--- src/rtl/wb_read_fifo_pkg.sv ---
// Shared types and constants for the pull-mode Wishbone read FIFO.
package wb_read_fifo_pkg;

  localparam int DATA_WIDTH = 8;

  typedef enum logic [1:0] {
    FETCH_IDLE,
    FETCH_REQ,
    FETCH_WAIT
  } fetch_state_t;

endpackage

--- src/rtl/wb_read_fifo_if.sv ---
// Minimal Wishbone read-path bundle. The master modport is the side that
// starts cycles and receives data. The slave modport answers them.
interface wb_read_fifo_if;
  import wb_read_fifo_pkg::*;

  logic                  cyc;
  logic                  stb;
  logic                  we;
  logic                  stall;
  logic                  ack;
  logic                  err;
  logic [DATA_WIDTH-1:0] dat;

  modport master (output cyc, stb, we, input stall, ack, dat);
  modport slave  (input cyc, stb, we, output stall, ack, err, dat);

endinterface

--- src/rtl/wb_fetch_ctrl.sv ---
// Source-side fetch sequencer: issues single Wishbone read cycles, one at a
// time, whenever prefetching is enabled and the buffer has a free slot.
//
// state      | meaning
// -----------+----------------------------------------------------------
// FETCH_IDLE | bus released; waiting for enable and a free slot
// FETCH_REQ  | cyc+stb driven; waiting for the source to stop stalling
// FETCH_WAIT | cyc held, stb dropped; waiting for ack (store strobe)
module wb_fetch_ctrl
  import wb_read_fifo_pkg::*;
(
  input  logic           clk_i,
  input  logic           rst_ni,
  input  logic           fetch_en_i,
  input  logic           space_i,
  wb_read_fifo_if.master m_bus,
  output logic           store_o
);

  fetch_state_t state, state_nxt;

  // State register; reset drops the bus and forgets any outstanding fetch.
  always_ff @(posedge clk_i or negedge rst_ni) begin
    if (!rst_ni) state <= FETCH_IDLE;
    else         state <= state_nxt;
  end

  // Next-state and bus outputs. Enable is sampled only in IDLE, so
  // dropping it mid-fetch lets the current fetch complete.
  always_comb begin
    state_nxt  = state;
    m_bus.cyc  = 1'b0;
    m_bus.stb  = 1'b0;
    store_o    = 1'b0;
    case (state)
      FETCH_IDLE: begin
        if (fetch_en_i && space_i) state_nxt = FETCH_REQ;
      end
      FETCH_REQ: begin
        m_bus.cyc = 1'b1;
        m_bus.stb = 1'b1;
        if (!m_bus.stall) state_nxt = FETCH_WAIT;
      end
      FETCH_WAIT: begin
        m_bus.cyc = 1'b1;
        if (m_bus.ack) begin
          store_o   = 1'b1;
          state_nxt = FETCH_IDLE;
        end
      end
      default: state_nxt = FETCH_IDLE;
    endcase
  end

  assign m_bus.we = 1'b0;

endmodule

--- src/rtl/wb_read_fifo.sv ---
// Pull-mode byte FIFO: prefetches from an upstream Wishbone source and
// serves the bytes to a downstream consumer through Wishbone reads.
module wb_read_fifo
  import wb_read_fifo_pkg::*;
#(
  parameter int ADDR_WIDTH = 4
) (
  input  logic                  clk_i,
  input  logic                  rst_ni,
  input  logic                  fetch_en_i,
  wb_read_fifo_if.slave         s_bus,
  wb_read_fifo_if.master        m_bus,
  output logic [ADDR_WIDTH:0]   level_o
);

  localparam int DEPTH = 2 ** ADDR_WIDTH;
  localparam logic [ADDR_WIDTH:0] FULL = (ADDR_WIDTH + 1)'(DEPTH);

  logic [DATA_WIDTH-1:0] mem [DEPTH];
  logic [ADDR_WIDTH-1:0] wr_ptr;
  logic [ADDR_WIDTH-1:0] rd_ptr;
  logic [ADDR_WIDTH:0]   count;
  logic                  store;
  logic                  space;
  logic                  accept;
  logic                  rd_accept;
  logic                  wr_accept;

  // Space is judged at fetch start; count cannot rise while that fetch is
  // outstanding, so the slot is still free when the ack arrives.
  assign space   = (count < FULL);
  assign level_o = count;

  // Writes are never stalled so they can be rejected promptly.
  assign s_bus.stall = (count == '0) && !s_bus.we;
  assign accept      = s_bus.cyc && s_bus.stb && !s_bus.stall;
  assign rd_accept   = accept && !s_bus.we;
  assign wr_accept   = accept && s_bus.we;

  wb_fetch_ctrl u_fetch (
    .clk_i      (clk_i),
    .rst_ni     (rst_ni),
    .fetch_en_i (fetch_en_i),
    .space_i    (space),
    .m_bus      (m_bus),
    .store_o    (store)
  );

  // Byte storage; contents are don't-care after reset.
  always_ff @(posedge clk_i) begin
    if (store) mem[wr_ptr] <= m_bus.dat;
  end

  // Pointers and occupancy; a simultaneous store and pop leaves count as is.
  always_ff @(posedge clk_i or negedge rst_ni) begin
    if (!rst_ni) begin
      wr_ptr <= '0;
      rd_ptr <= '0;
      count  <= '0;
    end else begin
      if (store)     wr_ptr <= wr_ptr + 1'b1;
      if (rd_accept) rd_ptr <= rd_ptr + 1'b1;
      case ({store, rd_accept})
        2'b10:   count <= count + 1'b1;
        2'b01:   count <= count - 1'b1;
        default: ;
      endcase
    end
  end

  // Consumer response: the pop commits at acceptance and data/ack follow
  // one cycle later, so back-to-back reads stream at one byte per cycle.
  always_ff @(posedge clk_i or negedge rst_ni) begin
    if (!rst_ni) begin
      s_bus.ack <= 1'b0;
      s_bus.err <= 1'b0;
      s_bus.dat <= '0;
    end else begin
      s_bus.ack <= rd_accept;
      s_bus.err <= wr_accept;
      if (rd_accept) s_bus.dat <= mem[rd_ptr];
    end
  end

endmodule

--- src/flat_wrapper.sv ---
// flat-port wrapper written by rule: the top's interface ports become plain ports
module wb_read_fifo_flat import wb_read_fifo_pkg::*;
#(
  parameter int ADDR_WIDTH = 4
)
  (clk_i, rst_ni, fetch_en_i, level_o, s_bus_cyc, s_bus_stb, s_bus_we, s_bus_stall, s_bus_ack, s_bus_err, s_bus_dat, m_bus_cyc, m_bus_stb, m_bus_we, m_bus_stall, m_bus_ack, m_bus_dat);
  wb_read_fifo_if s_bus_i ();
  wb_read_fifo_if m_bus_i ();
  input  logic clk_i;
  input  logic rst_ni;
  input  logic fetch_en_i;
  output logic [ADDR_WIDTH:0] level_o;
  input wire logic [$bits(s_bus_i.cyc)-1:0] s_bus_cyc;
  input wire logic [$bits(s_bus_i.stb)-1:0] s_bus_stb;
  input wire logic [$bits(s_bus_i.we)-1:0] s_bus_we;
  output wire logic [$bits(s_bus_i.stall)-1:0] s_bus_stall;
  output wire logic [$bits(s_bus_i.ack)-1:0] s_bus_ack;
  output wire logic [$bits(s_bus_i.err)-1:0] s_bus_err;
  output wire logic [$bits(s_bus_i.dat)-1:0] s_bus_dat;
  output wire logic [$bits(m_bus_i.cyc)-1:0] m_bus_cyc;
  output wire logic [$bits(m_bus_i.stb)-1:0] m_bus_stb;
  output wire logic [$bits(m_bus_i.we)-1:0] m_bus_we;
  input wire logic [$bits(m_bus_i.stall)-1:0] m_bus_stall;
  input wire logic [$bits(m_bus_i.ack)-1:0] m_bus_ack;
  input wire logic [$bits(m_bus_i.dat)-1:0] m_bus_dat;
  assign s_bus_i.cyc = s_bus_cyc;
  assign s_bus_i.stb = s_bus_stb;
  assign s_bus_i.we = s_bus_we;
  assign s_bus_stall = s_bus_i.stall;
  assign s_bus_ack = s_bus_i.ack;
  assign s_bus_err = s_bus_i.err;
  assign s_bus_dat = s_bus_i.dat;
  assign m_bus_cyc = m_bus_i.cyc;
  assign m_bus_stb = m_bus_i.stb;
  assign m_bus_we = m_bus_i.we;
  assign m_bus_i.stall = m_bus_stall;
  assign m_bus_i.ack = m_bus_ack;
  assign m_bus_i.dat = m_bus_dat;
  wb_read_fifo #(.ADDR_WIDTH(ADDR_WIDTH)) u_core (.clk_i(clk_i), .rst_ni(rst_ni), .fetch_en_i(fetch_en_i), .s_bus(s_bus_i), .m_bus(m_bus_i), .level_o(level_o));
endmodule
--- config.mk ---
export PLATFORM = sky130hd
export DESIGN_NAME = wb_read_fifo_flat
export DESIGN_NICKNAME = d
export VERILOG_FILES = /design/src/rtl/wb_read_fifo_pkg.sv /design/src/rtl/wb_read_fifo_if.sv /design/src/rtl/wb_fetch_ctrl.sv /design/src/rtl/wb_read_fifo.sv /design/src/flat_wrapper.sv
export SDC_FILE = /design/constraint.sdc
export NUM_CORES = 1
export LEC_CHECK = 0
export ABC_AREA = 1
export CORE_MARGIN = 5
export CORE_UTILIZATION = 44
export DETAILED_ROUTE_END_ITERATION = 16
export DONT_BUFFER_PORTS = 1
export GPL_ROUTABILITY_DRIVEN = 0
export GPL_TIMING_DRIVEN = 0
export PLACE_DENSITY_LB_ADDON = 0.2
export SETUP_SLACK_MARGIN = 0.05
export SLEW_MARGIN = 25
export SYNTH_ARGS = -nofsm -noshare
export SYNTH_HDL_FRONTEND = slang
export SYNTH_HIERARCHICAL = 1
export SYNTH_SLANG_ARGS = --single-unit
--- constraint.sdc ---
create_clock -name clk_i -period 5.15 [get_ports clk_i]
set_input_delay 1.03 -clock clk_i [delete_from_list [all_inputs] [get_ports clk_i]]
set_output_delay 1.03 -clock clk_i [all_outputs]
set_load 0.05 [all_outputs]
# Word-level counts from Yosys, hierarchy flattened
# Memory sizes are Yosys's and may differ from the RTL's. A register that Yosys moved wholly into a read port is not among the register bits.
# Index checks and enable logic that the tools add are counted.
# Widths: inputs -> output; s select.
[op_classes]
n_addsub = 4
order_cmp = 1
n_eq_ne = 7
reduce_logical = 14
n_mux = 11
[ops]
columns = ["operator", "count"]
rows = [
  ["$pmux 5 s2", 1],
  ["$add 4x1->4 const B", 2],
  ["$logic_and 1x1->1", 6],
  ["$mux 1", 6],
  ["$mux 2", 3],
  ["$ne 2x2->1 const B", 3],
  ["$pmux 2 s3", 1],
  ["$add 5x1->5 const B", 1],
  ["$logic_not 5->1", 1],
  ["$lt 5x5->1 const B", 1],
  ["$sub 5x1->5 const B", 1],
  ["$eq 2x1->1 const B", 2],
  ["$eq 2x2->1 const B", 2],
  ["$logic_not 1->1", 3],
  ["$reduce_and 3->1", 1],
  ["$logic_not 2->1", 1],
  ["$reduce_bool 2->1", 1],
  ["$reduce_or 2->1", 1],
]
[word_totals]
ram_bits = 128
register_bits = 17
out_inout_bits = 19
elab_cells = 44
in_bits = 16
n_memories = 1
[mem_list]
columns = ["name", "words", "word_bits", "rd", "rd_clocked_by_memory_dff", "wr", "line", "rtl"]
rows = [
  ["u_core.mem", 16, 8, 1, 1, 1, "wb_read_fifo.sv:19", "logic [DATA_WIDTH-1:0] mem [DEPTH];"],
]

# Longest topological paths before layout
# Gate-level depths: netlist of run 1.
[logic_depth]
ltp_word = 7
ltp_mapped = 16
ltp_nobuf = 15

# Modules after synthesis
# Netlist of run 1, hierarchy kept.
[by_module_without_submodules]
columns = ["module", "cells_per_inst", "seq_area_each_um2", "area_per_inst_um2", "n_inst"]
rows = [
  ["wb_read_fifo", 661, 4419.2, 6668.9, 1],
  ["wb_fetch_ctrl", 25, 50.0, 202.7, 1],
]

# Least setup slack after synthesis of run 1
# OpenSTA, ideal clock, no wires.
[synth_timing]
path_type = "in2reg"
from = "input port s_bus_we"
to = "register u_core.count[4] (netlist: u_core/level_o[4])"
arrival_ns = 2.595
stages = 15
n_path_buf = 1
setup_time_ns = 0.118
required_time_ns = 5.032
path_slack_ns = 2.437
path_cell_list = "inv_1 > nand4_1 > nand2_1 > inv_1 > buf_2 > ha_1 > inv_1 > fa_1 > inv_1 > nand2_1 > nand2_1 > a21oi_1 > xor2_1 > nand2_1 > nand2_1"
[synth_via]
elab_chain_cells = 7
word_cells_on_any_way = 9
cone_classes = "2 x eq/ne; 1 x mux; 6 x reduce/logical"
[synth_rtl]
columns = ["element", "line", "rtl"]
rows = [
  ["start, declared", "flat_wrapper.sv:15", "input wire logic [$bits(s_bus_i.we)-1:0] s_bus_we;"],
  ["$logic_not 1->1 *", "wb_read_fifo.sv:35, wb_read_fifo.sv:37", ""],
  ["$logic_and 1x1->1", "wb_read_fifo.sv:35", "assign s_bus.stall = (count == '0) && !s_bus.we;"],
  ["$logic_not 1->1", "wb_read_fifo.sv:36", "assign accept = s_bus.cyc && s_bus.stb && !s_bus.stall;"],
  ["$logic_and 1x1->1", "wb_read_fifo.sv:36", ""],
  ["$logic_and 1x1->1 *", "wb_read_fifo.sv:37", "assign rd_accept = accept && !s_bus.we;"],
  ["via u_core.rd_accept", "wb_read_fifo.sv:26", "logic rd_accept;"],
  ["$eq 2x1->1 or $eq 2x2->1 (tied branches)", "wb_read_fifo.sv:63", "case ({store, rd_accept})"],
  ["$pmux 5 s2 or $reduce_bool 2->1 (tied branches)", "--", ""],
  ["end signal, assigned", "wb_read_fifo.sv:64", "2'b10: count <= count + 1'b1;"],
  ["end signal, assigned", "wb_read_fifo.sv:65", "2'b01: count <= count - 1'b1;"],
  ["end, declared", "wb_read_fifo.sv:22", "logic [ADDR_WIDTH:0] count;"],
]
# The timed path passes the listed nets; every way through them passes the cells marked *.
# A chain may end at the register's enable or synchronous reset.

# Worst setup path in the final report of run 1
[layout_timing]
from = "register u_core.count[4] (netlist: u_core/level_o[4])"
to = "register u_core.count[4] (netlist: u_core/level_o[4])"
[layout_via]
elab_chain_cells = 7
word_cells_on_any_way = 11
cone_classes = "2 x add/sub; 2 x eq/ne; 1 x mux; 6 x reduce/logical"
[layout_rtl]
columns = ["element", "line"]
rows = [
  ["$logic_not 5->1 *", "wb_read_fifo.sv:35"],
  ["$logic_and 1x1->1 *", "wb_read_fifo.sv:35"],
  ["$logic_not 1->1 *", "wb_read_fifo.sv:36"],
  ["$logic_and 1x1->1 *", "wb_read_fifo.sv:36"],
  ["$logic_and 1x1->1 *", "wb_read_fifo.sv:37"],
  ["via u_core.rd_accept", "wb_read_fifo.sv:26"],
  ["$eq 2x1->1 or $eq 2x2->1 (tied branches)", "wb_read_fifo.sv:63"],
  ["$pmux 5 s2 or $reduce_bool 2->1 (tied branches)", "--"],
]
# Marks and branches as above.

==> summary.md, run 1 <==
| Metric | Value |
|---|---|
| Status | finished, final reports clean |
| Net Sw Frac | 38.6% |
| Layout cells sized above 1 | 8.09% |
| I/O pin count | 35 |
| Post CTS Setup Buffer Count | 0 |
| Initial antenna violation count | 0 |
| Final Slew Violations | 0 |
| P&R area growth vs syn | 12.3% |
| Critical-path maximum fanout | 11 |
| Total core area | 15300 µm² |
| Area of the multi-input gates | 1780 µm² |
| Fmax | 0.358 GHz |
| Vias in the first global route | 4450 |
| Most common library cells after synthesis | 222 x nand2_1, 128 x edfxtp_1, 119 x inv_1, 98 x nand3_1, 25 x dfrtp_1 |
| CTS tree | done |
| Final Cycle Share | 54.2% |
| CTS sink count | 153 |
| Initial DRC Count | 447 |
| Internal | 0.00262 W |
| Syn Inst Count | 686 |
| CP startpoint kind | flop |
| Wire per inst | 17.0 µm |
| Cell mode on critical path | nand2_1 |
| Final Cell Area | 7720 µm² |
| Maxcap violations | 0 |
| HPWL Detailed | 10.9 mm |
| Drt first pass iters | 5 |
| CTS resizes | 0 |
| Tmin final | 2.79 ns |
| Gr ovfl total | 0 |
| Netlist cell types | 25 |
| Worst reg2reg path endpoint | u_core/level_o[4] |
| Sequential share of the synthesized area | 65.0% |
| Syn. warnings | 6 |
| Seq cells post-synth | 153 |
| Setup WS post-layout | 2.36 ns |
| Syn nets | 717 |
| Chip height | 135 µm |
| Max clock buf depth | 2 |
| FP Rows | 45 |
| CP required | 5.45 ns |
| Nets | 736 |
| Top-count cell post-synth | nand2_1 |
| Routed WL | 15.8 mm |
| Largest net degree at the start of global routing | 26 |
| CP Data Arrival Time | 3.09 ns |
| Number of remaining DRC errors | 0 |
| Slew HR | 45.1% |
| Crit-path max cell delay | 0.68 ns |
| Reg2Reg Depth | 15 |
| Critical path's top delay family | adder cells |
| RSZ-0062 raised after global routing | false |
| # port buffers | 0 |
| Slowest-stage cell, CP | dfrtp_1 |
| Post-CTS Hold Buffers | 0 |
| R2R Setup Slk | 2.36 ns |
| Area share of the largest cell type after synthesis | 55.9% |
| Vias | 4588 |
| Sw power | 0.00165 W |
| H-tree depth | 4 |
| Skew-Pair Late Insertion Delay | 0.41 ns |
| Storage element area | 4470 µm² |
| CTS Buf Count | 17 |
| Die footprint | 18200 µm² |
| Leak Pwr | 3.44 nW |
| Critical path endpoint category | flop |
| Hold WS | 0.308 ns |
| Peak supply drop | 429 µV |
| Average cell area after synthesis | 10.0 µm² |
| Post-route ant nets | 0 |
| Total power | 0.00428 W |
| Placed Area | 7140 µm² |
| Post-Synthesis Cell Area | 6870 µm² |
| Clock-pin slew on the worst setup and hold paths | 0.06 ns |
| Ant. Diodes | 0 |
| Sequential share of power | 39.9% |
| Worst hold path class | in -> async |
| CTS root buf | clkbuf_16 |
| Buf+Inv Stages, Crit Path | 5 |
| Setup violations, final | 0 |
| Reg-to-Reg Start | u_core/level_o[4] |
| Setup TNS | 0 ns |
| Power density over the cells | 554 nW/µm² |
| Skew final | 0.00721 ns |
| Total track usage | 18.3% |
| CP Class | reg -> reg |
| Critical-path cell list | inv_1 > nand4_1 > nand2_1 > inv_1 > buf_2 > ha_1 > inv_1 > fa_1 > inv_1 > nand2_1 > nand2_1 > a21oi_1 > xor2_1 > nand2_1 > nand2_1 |
| Vias per inst | 4.94 |
| Post-synth ARST share | 16.3% |
| Synth area leaders | edfxtp_1 56%, nand2_1 12%, dfrtp_1 9.1% |
| Most used flip-flop cell after synthesis | edfxtp_1 |
| Die width | 135 µm |
| Clock power share | 29.0% |
| Fin. Hold Viols | 0 |
| EDFF count, synth | 128 |
| Gate power share | 31.1% |
| First-pass GRT wire length | 24.7 mm |
| Tightest Pin Transition | 0.820 ns |
| Yosys top cell by area | edfxtp_1 |
| DP Worst Slack | 2.17 ns |
| Initial Utilization | 45.0% |
| Fill count | 1365 |
## logic make-up after synthesis
logic type,after synthesis,synth area share [%]
AND/OR/NAND/NOR,351,21.3
adder cells (fa/ha/maj),15,2.84
other,1,0.0546
buffers and inverters,150,9.05
AO/OA/AOI/OAI,7,0.564
flip-flops,153,65.0
XOR/XNOR,9,1.15
## cell usage in the layout, fill, tap and decap left out, drive strengths merged
cell type | Yosys | routed
buf | 27 | 27
inv | 120 | 121
clkinv | 1 | 6
o21bai | 1 | 1
ha | 14 | 14
clkinvlp | 0 | 3
dfrtp | 25 | 25
a31oi | 1 | 1
nand3 | 99 | 99
clkbuf | 2 | 21
o21ai | 3 | 3
fa | 1 | 1
a21oi | 2 | 2
xnor2 | 2 | 2
nand2 | 225 | 225
nor2 | 23 | 23
nand4 | 4 | 4
xor2 | 7 | 7
conb | 1 | 1
edfxtp | 128 | 128
bufinv | 0 | 3
## worst register-to-register path, stage by stage (launching register included)
cell	delay, ns
dfrtp_1	0.68
inv_1	0.15
nand4_1	0.15
nand2_1	0.09
inv_1	0.09
buf_2	0.22
ha_1	0.31
inv_1	0.10
fa_1	0.40
inv_1	0.07
nand2_1	0.06
nand2_1	0.05
a21oi_1	0.07
xor2_1	0.14
nand2_1	0.06
nand2_1	0.04
## per-stage QoR
| stage | cells | utilization (%) |
|---|---|---|
| 6_report | 928 | 50.6 |
| 5_1_grt | 928 | 50.6 |
| 4_1_cts | 928 | 50.6 |
| 3_5_place_dp | 897 | 46.8 |
| 3_3_place_gp | 897 | 46.8 |
| 2_1_floorplan | 686 | - |
## state kept, by name, indices dropped and copies added (netlist names)
register              cells
u_core/s_bus.err          1
u_core/u_fetch/state      2
u_core/s_bus.ack          1
u_core/rd_ptr             4
u_core/mem              128
u_core/level_o            5
u_core/s_bus.dat          8
u_core/wr_ptr             4
## layer usage
layer	track usage [%]	vias up	wire length, µm	share of wire [%]
met5	0	-	0	0
met4	5.77	0	326	2.1
met3	5.22	21	1090	6.9
met2	29.4	140	7440	47
met1	24.3	2213	6910	44
li1	-	2214	-	-
## worst max-delay path by stage
| stage | startpoint | endpoint | depth (start not counted) |
|---|---|---|---|
| finish | u_core/level_o[4] | u_core/level_o[4] | 15 |
| global route | u_core/level_o[4] | u_core/level_o[4] | 15 |
| CTS | u_core/level_o[4] | u_core/level_o[4] | 15 |
| detailed placement | s_bus_we | u_core/level_o[4] | 15 |
| global placement | s_bus_we | u_core/level_o[4] | 15 |
| floorplan | s_bus_we | u_core/level_o[4] | 15 |
## power by group through the flow
stage / combinational [W] / sequential [W] / clock, W
final: 0.00133 / 0.00171 / 0.00124
after global routing: 0.00146 / 0.00172 / 0.00131
after CTS: 0.00132 / 0.00171 / 0.00125
after detailed placement: 0.00131 / 0.00173 / 0
after global placement: 0.00128 / 0.00173 / 0
after floorplan: 0.000944 / 0.00171 / 0
## final cells by class
| type | instances | area share [%] |
|---|---|---|
| Multi-Input combinational cell | 383 | 23.1 |
| Clock buffer | 19 | 5.61 |
| Clock inverter | 12 | 1.96 |
| Sequential cell | 153 | 57.9 |
| Buffer | 29 | 2.17 |
| Tap cell | 211 | 3.42 |
| Inverter | 121 | 5.88 |
No activity file was read; power rests on OpenSTA's default activity.
==> run 2: changes to the inputs <==
==> constraint.sdc (replaced) <==
create_clock -name clk_i -period 2.65 [get_ports clk_i]
set_input_delay 0.53 -clock clk_i [delete_from_list [all_inputs] [get_ports clk_i]]
set_output_delay 0.53 -clock clk_i [all_outputs]
set_load 0.05 [all_outputs]
==> summary.md, run 2 (synthesized netlist as in run 1, its figures left out) <==
| Metric | Value |
|---|---|
| H-tree depth | 4 |
| Setup violations, final | 0 |
| FP Rows | 45 |
| Fin. Hold Viols | 0 |
| Placed Area | 7140 µm² |
| Internal | 0.00512 W |
| P&R area growth vs syn | 13.1% |
| Setup WS post-layout | 0.241 ns |
| Nets | 737 |
| Fmax | 0.415 GHz |
| RSZ-0062 raised after global routing | false |
| HPWL Detailed | 10.9 mm |
| Initial Utilization | 45.0% |
| Initial DRC Count | 469 |
| Vias in the first global route | 4467 |
| Critical-path cell list | inv_1 > nand4_1 > nand2_1 > inv_1 > buf_4 > ha_4 > inv_1 > fa_1 > inv_1 > nand2_1 > nand2_1 > a21oi_1 > xor2_1 > nand2_1 > nand2_1 |
| CTS Buf Count | 17 |
| # port buffers | 0 |
| Leak Pwr | 3.45 nW |
| Ant. Diodes | 0 |
| Critical path endpoint category | flop |
| Gr ovfl total | 0 |
| Max clock buf depth | 2 |
| Gate power share | 31.3% |
| Largest net degree at the start of global routing | 26 |
| Buf+Inv Stages, Crit Path | 5 |
| Total power | 0.00833 W |
| Post-route ant nets | 0 |
| Final Cycle Share | 90.9% |
| Critical-path maximum fanout | 11 |
| Die footprint | 18200 µm² |
| I/O pin count | 35 |
| Number of remaining DRC errors | 0 |
| Max reg flops | 128 |
| Maxcap violations | 0 |
| Clock-pin slew on the worst setup and hold paths | 0.06 ns |
| CP required | 2.95 ns |
| Status | finished, final reports clean |
| Slowest-stage cell, CP | dfrtp_2 |
| Routed WL | 15.8 mm |
| CP startpoint kind | flop |
| CP Class | reg -> reg |
| Net Sw Frac | 38.6% |
| Clock power share | 28.8% |
| Skew-Pair Late Insertion Delay | 0.42 ns |
| CTS sink count | 153 |
| Tmin final | 2.41 ns |
| Final Slew Violations | 0 |
| Final Cell Area | 7770 µm² |
| Sw power | 0.00321 W |
| DP Worst Slack | -0.129 ns |
| Initial antenna violation count | 0 |
| Total track usage | 18.3% |
| Crit-path max cell delay | 0.54 ns |
| Peak supply drop | 832 µV |
| Final Util | 50.9% |
| Total core area | 15300 µm² |
| First-pass GRT wire length | 24.7 mm |
| Wire per inst | 17.0 µm |
| Vias per inst | 4.94 |
| Top reg by flops | u_core/mem |
| Worst hold path class | in -> reg |
| Chip height | 135 µm |
| Drt first pass iters | 5 |
| Sequential share of power | 39.9% |
| Die width | 135 µm |
| Vias | 4585 |
| Tightest Pin Transition | 0.764 ns |
| Skew final | 0.00650 ns |
| Critical path's top delay family | adder cells |
| Slew HR | 48.9% |
| CTS root buf | clkbuf_16 |
| CP Data Arrival Time | 2.71 ns |
| Cell mode on critical path | nand2_1 |
| Layout cells sized above 1 | 9.33% |
| CTS tree | done |
| Power density over the cells | 1070 nW/µm² |
| Commonest non-fill, non-tap cells in the layout | 222 x nand2_1, 128 x edfxtp_1, 119 x inv_1 |
| Commonest non-fill, non-tap cell in the layout | nand2_1 |
[run 2: changes by cell type in the layout (fill, tap and decap cells not counted)]
cell,delta
ha_1,-1
dfrtp_2,+5
buf_4,+1
nor2_2,+2
clkbuf_1,-1
buf_2,-1
ha_4,+1
buf_12,+1
dfrtp_1,-5
dlygate4sd3_1,+1
nor2_1,-2
[run 2: final cells by class]
cell class                 count  area (µm²)
buffer                        28         166
clock buffer                  19         433
clock inverter                12         151
fill                        1369        7490
inverter                     121         454
multi-input combinational    383        1800
sequential                   153        4480
tap                          211         264
timing repair buffer           2        30.0
[run 2: layer usage]
| layer | vias to the layer above | track usage [%] | share of wire [%] |
|---|---|---|---|
| met5 | - | 0 | 0 |
| met4 | 0 | 5.77 | 1.9 |
| met3 | 23 | 5.22 | 7.0 |
| met2 | 154 | 29.3 | 47 |
| met1 | 2190 | 24.3 | 44 |
| li1 | 2218 | - | - |
[run 2: power by group through the flow]
stage / registers [W] / logic, W / clock network, W
after global routing: 0.00336 / 0.00287 / 0.00256
final: 0.00332 / 0.00261 / 0.00240
after global placement: 0.00336 / 0.00250 / 0
after CTS: 0.00332 / 0.00258 / 0.00244
after floorplan: 0.00332 / 0.00183 / 0
after detailed placement: 0.00336 / 0.00254 / 0
[run 2: per-stage QoR]
stage / instances / hold slack, ns / setup TNS (ns)
after floorplan: 686 / 0.234 / 0
after global placement: 897 / 0.235 / -0.0892
after detailed placement: 897 / 0.235 / -0.129
after CTS: 930 / 0.188 / 0
after global routing: 929 / 0.179 / 0
final: 929 / 0.209 / 0
[run 2: worst paths after layout]
kind,endpoint,slack [ns],cells past startpoint,startpoint
setup / recovery,u_core/level_o[4],0.24,15,u_core/level_o[4]
hold / removal,u_core/mem[4][0],0.21,0,m_bus_dat[0]
setup reg to reg,u_core/level_o[4],0.24,15,u_core/level_o[4]
hold reg to reg,u_core/u_fetch/state[1],0.52,2,u_core/u_fetch/state[1]
max in group asynchronous,u_core/level_o[2],1.93,2,rst_ni
min in group asynchronous,u_core/u_fetch/state[1],0.55,2,rst_ni
[run 2: worst reg2reg max path: stages (launching register included)]
cell     delay [ns]
dfrtp_2        0.54
inv_1          0.12
nand4_1        0.13
nand2_1        0.09
inv_1          0.09
buf_4          0.19
ha_4           0.18
inv_1          0.06
fa_1           0.39
inv_1          0.07
nand2_1        0.06
nand2_1        0.06
a21oi_1        0.07
xor2_1         0.15
nand2_1        0.06
nand2_1        0.04
[run 2: repair_timing]
action	4_1_cts	5_1_grt
setup buffers	0	0
hold buffers	2	0
setup endpoints to repair	1	66
endpoints found under the hold margin	25	0
gates resized for setup	6	5
==> run 3: changes to the inputs <==
==> constraint.sdc (replaced) <==
create_clock -name clk_i -period 2.8 [get_ports clk_i]
set_input_delay 0.56 -clock clk_i [delete_from_list [all_inputs] [get_ports clk_i]]
set_output_delay 0.56 -clock clk_i [all_outputs]
set_load 0.05 [all_outputs]
==> summary.md, run 3 (synthesized netlist as in run 1, its figures left out) <==
| Metric | Value |
|---|---|
| Status | finished, final reports clean |
| I/O pin count | 35 |
| CP Data Arrival Time | 2.86 ns |
| Cell mode on critical path | nand2_1 |
| CTS sink count | 153 |
| Final Slew Violations | 0 |
| CTS Buf Count | 17 |
| Chip height | 135 µm |
| Die width | 135 µm |
| Largest net degree at the start of global routing | 26 |
| Gr ovfl total | 0 |
| Layout cells sized above 1 | 9.18% |
| CTS tree | done |
| Vias in the first global route | 4467 |
| CP startpoint kind | flop |
| Placed Area | 7140 µm² |
| First-pass GRT wire length | 24.7 mm |
| H-tree depth | 4 |
| Tightest Pin Transition | 0.786 ns |
| Post CTS Setup Buffer Count | 0 |
| HPWL Detailed | 10.9 mm |
| Nets | 738 |
| Vias per inst | 4.95 |
| Ant. Diodes | 0 |
| Final Cycle Share | 91.2% |
| Initial DRC Count | 449 |
| Storage element area | 4480 µm² |
| Total track usage | 18.3% |
| Power density over the cells | 1020 nW/µm² |
| Die footprint | 18200 µm² |
| Max reg flops | 128 |
| Leak Pwr | 3.45 nW |
| Setup violations, final | 0 |
| Fill count | 1367 |
| Skew-Pair Late Insertion Delay | 0.42 ns |
| Routed WL | 15.8 mm |
| Vias | 4600 |
| Crit-path max cell delay | 0.54 ns |
| Initial Utilization | 45.0% |
| Clock-pin slew on the worst setup and hold paths | 0.06 ns |
| Top reg by flops | u_core/mem |
| P&R area growth vs syn | 12.9% |
| Worst hold path class | in -> reg |
| Fmax | 0.392 GHz |
| Setup WS post-layout | 0.246 ns |
| # port buffers | 0 |
| Slowest-stage cell, CP | dfrtp_2 |
| FP Rows | 45 |
| Commonest non-fill, non-tap cells in the layout | 222 x nand2_1, 128 x edfxtp_1, 119 x inv_1 |
| Initial antenna violation count | 0 |
| CTS root buf | clkbuf_16 |
| DP Worst Slack | 0.0212 ns |
| Tmin final | 2.55 ns |
| Commonest non-fill, non-tap cell in the layout | nand2_1 |
| Peak supply drop | 789 µV |
| Critical-path maximum fanout | 11 |
| Critical path endpoint category | flop |
| CP Class | reg -> reg |
| Maxcap violations | 0 |
| RSZ-0062 raised after global routing | false |
| Skew final | 0.00684 ns |
| Critical-path cell list | inv_1 > nand4_1 > nand2_1 > inv_1 > buf_2 > ha_2 > inv_1 > fa_1 > inv_1 > nand2_1 > nand2_1 > a21oi_1 > xor2_1 > nand2_1 > nand2_1 |
| Final Cell Area | 7760 µm² |
| Max clock buf depth | 2 |
| Area of the multi-input gates | 1790 µm² |
| Setup TNS | 0 ns |
| Slew HR | 47.4% |
| Total core area | 15300 µm² |
| Drt first pass iters | 5 |
| CP required | 3.10 ns |
| Post-route ant nets | 0 |
| Fin. Hold Viols | 0 |
| Number of remaining DRC errors | 0 |
| Wire per inst | 17.0 µm |
## run 3: cell types whose count changed in the layout (fill, tap and decap cells not counted), sizes merged
cell    change
clkbuf      +1
## run 3: stage by stage
step,instances,util [%],hold slack (ns),power [W]
global placement,897,46.8,0.265,0.00554
finish,930,50.9,0.238,0.00788
CTS,930,50.8,0.218,0.00789
floorplan,686,-,0.264,0.00487
detailed placement,897,46.8,0.265,0.00559
global route,930,50.9,0.209,0.00830
## run 3: what timing repair did
action | in CTS | in global routing
setup endpoints to repair | 1 | 2
gates cloned | 0 | 0
endpoints found under the hold margin | 25 | 0
hold buffers | 2 | 0
resized for setup | 3 | 4
## run 3: critical path, delay by kind of cell, from the launching register on
kind,cells,cell delay (ns)
adders and majority gates,2,0.67
buffers and inverters,5,0.58
DFF,1,0.54
and+or+nand+nor,6,0.43
xor gates and xnor gates,1,0.15
AOI/OAI and AO/OA,1,0.07
## run 3: area by class of cell
class                      count  area share (%)
sequential                   153            57.7
inverter                     121            5.85
buffer                        29            2.16
clock buffer                  19            5.58
multi-input combinational    383            23.0
tap                          211            3.40
timing repair buffer           2           0.387
clock inverter                12            1.95
## run 3: where the power goes
group	total [W]	switching, W	internal, W	leakage [nW]
registers	0.00315	0.000471	0.00267	1.45
clock network	0.00228	0.000884	0.00139	0.275
logic	0.00246	0.00169	0.000772	1.72
total	0.00788	0.00304	0.00484	3.45
## run 3: worst paths after layout
| kind | startpoint | endpoint | slack (ns) | depth (start not counted) |
|---|---|---|---|---|
| worst max-delay path | u_core/level_o[4] | u_core/level_o[4] | 0.25 | 15 |
| worst min-delay path | m_bus_dat[3] | u_core/mem[9][3] | 0.24 | 0 |
| worst max register to register | u_core/level_o[4] | u_core/level_o[4] | 0.25 | 15 |
| worst min register to register | u_core/u_fetch/state[1] | u_core/u_fetch/state[1] | 0.52 | 2 |
| max in group asynchronous | rst_ni | u_core/level_o[2] | 2.05 | 2 |
| min in group asynchronous | rst_ni | u_core/u_fetch/state[1] | 0.58 | 2 |
## run 3: layer usage
layer	up-vias	global-route usage (%)	part of all wire, %
met5	-	0	0
met4	0	5.77	1.7
met3	18	5.22	7.5
met2	166	29.3	47
met1	2194	24.3	43
li1	2222	-	-
